File: config.mk
export PLATFORM = sky130hd
export DESIGN_NAME = dual_result_bcast
export DESIGN_NICKNAME = d
export VERILOG_FILES = /design/src/rtl/dual_result_bcast.sv
export SDC_FILE = /design/constraint.sdc
export NUM_CORES = 1
export LEC_CHECK = 0
export CAP_MARGIN = 20
export CELL_PAD_IN_SITES_DETAIL_PLACEMENT = 1
export CELL_PAD_IN_SITES_GLOBAL_PLACEMENT = 2
export CORE_AREA = 5 5 150 152
export DETAILED_ROUTE_END_ITERATION = 8
export DIE_AREA = 0 0 155 157
export DONT_BUFFER_PORTS = 1
export PLACE_DENSITY_LB_ADDON = 0.1
export SYNTH_ARGS = -nofsm -noshare
export SYNTH_HDL_FRONTEND = slang
export SYNTH_SLANG_ARGS = --single-unit
File: constraint.sdc
create_clock -name clk -period 6.6 [get_ports clk]
set_clock_uncertainty 0.2 [all_clocks]
set_input_delay 1.32 -clock clk [delete_from_list [all_inputs] [get_ports clk]]
set_output_delay 1.32 -clock clk [all_outputs]
set_load 0.01 [all_outputs]
File: src/rtl/dual_result_bcast.sv
// Dual-lane result broadcast: EX/MEM/WB result pipeline feeding forwarding units and regfile writes.
// Latency: EX bus combinational, MEM +1 cycle, WB +2 cycles; load_use_stall_req combinational.
// Backpressure: stall[2]/stall[3] bubble or hold MEM/WB, flush squashes; REG0_SQUASH_EN drops $0 writes.
module dual_result_bcast #(
   parameter int DATA_W = 32,
   parameter int ADDR_W = 5
) (
   input  logic              clk,
   input  logic              rst,
   input  logic              flush,
   input  logic [3:0]        stall,
   input  logic              ex_we_i1,
   input  logic              ex_we_i2,
   input  logic [ADDR_W-1:0] ex_waddr_i1,
   input  logic [ADDR_W-1:0] ex_waddr_i2,
   input  logic [DATA_W-1:0] ex_wdata_i1,
   input  logic [DATA_W-1:0] ex_wdata_i2,
   input  logic              ex_load_i1,
   input  logic              ex_load_i2,
   input  logic [DATA_W-1:0] mem_ldata_i1,
   input  logic [DATA_W-1:0] mem_ldata_i2,
   input  logic              re1,
   input  logic              re2,
   input  logic [ADDR_W-1:0] raddr1,
   input  logic [ADDR_W-1:0] raddr2,
   output logic              ex_we_o1,
   output logic              ex_we_o2,
   output logic [ADDR_W-1:0] ex_waddr_o1,
   output logic [ADDR_W-1:0] ex_waddr_o2,
   output logic [DATA_W-1:0] ex_wdata_o1,
   output logic [DATA_W-1:0] ex_wdata_o2,
   output logic              mem_we_o1,
   output logic              mem_we_o2,
   output logic [ADDR_W-1:0] mem_waddr_o1,
   output logic [ADDR_W-1:0] mem_waddr_o2,
   output logic [DATA_W-1:0] mem_wdata_o1,
   output logic [DATA_W-1:0] mem_wdata_o2,
   output logic              wb_we_o1,
   output logic              wb_we_o2,
   output logic [ADDR_W-1:0] wb_waddr_o1,
   output logic [ADDR_W-1:0] wb_waddr_o2,
   output logic [DATA_W-1:0] wb_wdata_o1,
   output logic [DATA_W-1:0] wb_wdata_o2,
   output logic              load_use_stall_req
);

`ifdef REG0_SQUASH_EN
   localparam bit SQUASH_R0 = 1'b1;
`else
   localparam bit SQUASH_R0 = 1'b0;
`endif

   typedef struct packed {
      logic              we;
      logic              load;
      logic [ADDR_W-1:0] waddr;
      logic [DATA_W-1:0] wdata;
   } lane_t;

   function automatic logic live(input logic we, input logic [ADDR_W-1:0] addr);
      return we && !(SQUASH_R0 && addr == '0);
   endfunction

   lane_t             ex_l  [2];
   lane_t             mem_q [2];
   lane_t             mem_v [2];
   lane_t             wb_q  [2];
   logic [DATA_W-1:0] ldata [2];
   logic              re    [2];
   logic [ADDR_W-1:0] raddr [2];
   logic              wb_live1;
   logic              wb_live2;
   logic              lu_hit;
   logic              unused_bits;

   always_comb begin
      ex_l[0]  = '{we: live(ex_we_i1 & ~flush, ex_waddr_i1), load: ex_load_i1,
                   waddr: ex_waddr_i1, wdata: ex_wdata_i1};
      ex_l[1]  = '{we: live(ex_we_i2 & ~flush, ex_waddr_i2), load: ex_load_i2,
                   waddr: ex_waddr_i2, wdata: ex_wdata_i2};
      ldata[0] = mem_ldata_i1;
      ldata[1] = mem_ldata_i2;
      re[0]    = re1;
      re[1]    = re2;
      raddr[0] = raddr1;
      raddr[1] = raddr2;
   end

   // Load data is merged here, so WB never needs to know a lane was a load.
   always_comb begin
      for (int n = 0; n < 2; n++) begin
         mem_v[n]       = mem_q[n];
         mem_v[n].we    = live(mem_q[n].we, mem_q[n].waddr);
         mem_v[n].load  = 1'b0;
         mem_v[n].wdata = mem_q[n].load ? ldata[n] : mem_q[n].wdata;
      end
   end

   always_ff @(posedge clk) begin
      if (!rst) begin
         for (int n = 0; n < 2; n++) begin
            mem_q[n] <= '0;
            wb_q[n]  <= '0;
         end
      end else begin
         for (int n = 0; n < 2; n++) begin
            if (flush)                     mem_q[n].we <= 1'b0;
            else if (stall[2] && !stall[3]) mem_q[n].we <= 1'b0;
            else if (!stall[2])            mem_q[n]    <= ex_l[n];

            if (flush)          wb_q[n].we <= 1'b0;
            else if (!stall[3]) wb_q[n]    <= mem_v[n];
         end
      end
   end

   // Both lanes hitting one register in WB: the younger lane 2 owns the write.
   always_comb begin
      wb_live2 = live(wb_q[1].we, wb_q[1].waddr);
      wb_live1 = live(wb_q[0].we, wb_q[0].waddr) &&
                 !(wb_live2 && wb_q[0].waddr == wb_q[1].waddr);
   end

   always_comb begin
      lu_hit = 1'b0;
      for (int p = 0; p < 2; p++)
         for (int n = 0; n < 2; n++)
            if (re[p] && ex_l[n].we && ex_l[n].load && ex_l[n].waddr == raddr[p])
               lu_hit = 1'b1;
   end

   assign load_use_stall_req = lu_hit && !flush;

   assign ex_we_o1     = ex_l[0].we;
   assign ex_we_o2     = ex_l[1].we;
   assign ex_waddr_o1  = ex_waddr_i1;
   assign ex_waddr_o2  = ex_waddr_i2;
   assign ex_wdata_o1  = ex_wdata_i1;
   assign ex_wdata_o2  = ex_wdata_i2;

   assign mem_we_o1    = mem_v[0].we;
   assign mem_we_o2    = mem_v[1].we;
   assign mem_waddr_o1 = mem_v[0].waddr;
   assign mem_waddr_o2 = mem_v[1].waddr;
   assign mem_wdata_o1 = mem_v[0].wdata;
   assign mem_wdata_o2 = mem_v[1].wdata;

   assign wb_we_o1     = wb_live1;
   assign wb_we_o2     = wb_live2;
   assign wb_waddr_o1  = wb_q[0].waddr;
   assign wb_waddr_o2  = wb_q[1].waddr;
   assign wb_wdata_o1  = wb_q[0].wdata;
   assign wb_wdata_o2  = wb_q[1].wdata;

   assign unused_bits  = ^{stall[1:0], wb_q[0].load, wb_q[1].load};

endmodule

==> run metrics <==
outcome=finished clean; post-CTS setup buffer count=0; CTS buffer count=17; fmax=258.6 MHz; CTS root buf=clkbuf_16; Hold Crit Class=reg2reg; cts repair resizes=0; Layout area overhead=0.2589%; placed cell areas=7149 sq um; DR pass1 iterations=4; die area=24340 sq um; port buffer count=0; Min Clock Period, post-route=3868 ps; setup violators final=0; # fillers=2134; CP arrival=2350 ps; Worst-path clk slew=60 ps; pre-CTS setup slack=2704 ps; P_int=0.001849 W; GRT Residual Overflow=0; Core ar.=20890 sq um; synthesized area=7735 sq um; Synthesis Warnings=0; syn nets=736; Synth cell types=26; most frequent cells in the layout=and2_1, edfxtp_1, mux2_2; Logic pwr share=8.7%; worst setup margin=2732 ps; fin. max-slew vios=0; via-per-instance ratio=4.942; post-DP HPWL=14.79 mm; worst slew pin tran=1026 ps; post-route cell area=7755 sq um; fin crit share=58.60%; crit path kind=in2out; CP Capture Type=output port; Mean Syn Cell Area=13.45 sq um; Max Cap Violations=0; DR WL/cell=26.63 microns; worst skew pair latency=420 ps; # hold bufs at CTS=0; die width=155 microns; RSZ-0062 raised after global routing=false; final net count=617; first-pass GRT wire length=28.15 mm; largest net degree at the start of global routing=41; initial antenna violation count=5; CP Max Fanout=2; CTS Sinks=154; CTS tree=built; sequential area share after synthesis=59.79%; DR vias=3687; GRT Util Overall=15.93%; clock power share=41.3%; drt initial violations=119; IO Pins=390; Initial Utilization=37.03%; power density over the cells=314.3 nW/um^2; Yosys reg bits=154; ratio of cells with drive above 1 in the final layout=21.58%; final wirelength=19.87 mm; DIE HEIGHT=157 microns; WHS=439.8 ps; Reg power frac=50.0%; CTS H-Tree Depth=4; Max-slew headroom=31.37%; vias in the first global route=4111; cells after synthesis=575; RePlAce Congestion=0.7615; NetSw=0.0005886 W; Clock Path Buffers=2; Final TNS setup=0 ps; FF-to-FF setup slack=4770 ps; Core Rows=53; type of origin of the critical path=primary input; Switching Fraction=24.15%; Post-DRT Antenna Nets=0; P_leak=2.755 nW; Max VDD drop=0.0001550 V; Fin. Hold Viols=0; drt drc=0; WP data required=5080 ps
==> metal layers <==
layer  part of all wire [%]  global-route usage [%]  wire length (microns)
met2                     54                   29.45                  10700
met4                    2.1                   5.971                    426
met1                     32                   14.61                   6269
met3                     12                   8.743                   2446
met5                   0.14                       0                     27
==> area by class of cell <==
class	count	area [sq um]	share of cell area, %
clock buffers	19	432.9	5.582
well taps	275	344.1	4.437
flip-flops and latches	154	4624	59.63
multi-input cells	274	2117	27.30
diodes	3	7.507	0.09681
clock inverters	12	165.2	2.130
repair buffers	8	60.06	0.7744
inverters	1	3.754	0.04840
==> power groups by stage <==
| stage | sequential, W | combinational (W) | clock [W] |
|---|---|---|---|
| after detailed placement | 0.00124 | 0.000219 | 0 |
| after global routing | 0.00123 | 0.000233 | 0.00108 |
| after floorplan | 0.00121 | 0.000261 | 0 |
| final | 0.00122 | 0.000212 | 0.00101 |
| after global placement | 0.00124 | 0.000216 | 0 |
| after CTS | 0.00122 | 0.000220 | 0.00104 |
==> state kept, by name, indices dropped and copies added (netlist names) <==
signal and cells:
mem_q 78, wb_q 76
==> cells in the mapped netlist, drive strengths merged <==
master	number	area share, %
or2	1	0.081
nor4	3	0.24
inv	1	0.048
nor2b	4	0.36
nand3	4	0.26
and2	154	12
nor2	2	0.097
nand2b	1	0.081
buf	131	12
mux2	64	9.3
a31oi	1	0.081
and3b	1	0.11
o22ai	1	0.081
xnor2	17	1.9
edfxtp	154	60
a21boi	1	0.097
xor2	8	0.91
clkbuf	15	0.81
o21ai	2	0.13
nand2	5	0.24
nand4	4	0.32
or3	1	0.081
==> final timing paths <==
| kind | endpoint | from | cells after the start |
|---|---|---|---|
| worst max-delay path | load_use_stall_req | ex_we_i2 | 4 |
| worst min-delay path | wb_q[1][32] | mem_q[1][32] | 1 |
| worst max register to register | wb_q[1][20] | mem_q[1][37] | 3 |
| worst min register to register | wb_q[1][32] | mem_q[1][32] | 1 |
==> cells by family (layout without fill, tap and decap cells) <==
family / Yosys count / after routing / share of synthesized area, %
buf+inv: 147 / 40 / 13.35
compound gates: 5 / 5 / 0.3884
mux: 64 / 64 / 9.317
simple gates: 180 / 180 / 14.33
flops: 154 / 154 / 59.79
xor+xnor: 25 / 25 / 2.831
other cells: 0 / 3 / 0
==> critical path, cell delays in order <==
cell and delay, ps:
nor2b_1 300, nand2_1 190, nor4_1 320, or3_1 230
==> metrics by stage <==
step,utilization (%),power [W],std cells
final,37.12,0.002437,746
after global routing,37.12,0.002541,746
after CTS,37.09,0.002476,743
after detailed placement,34.23,0.001461,712
after global placement,34.23,0.001457,712
after floorplan,-,0.001471,575
Note: power is estimated with default switching activity, not from simulation.
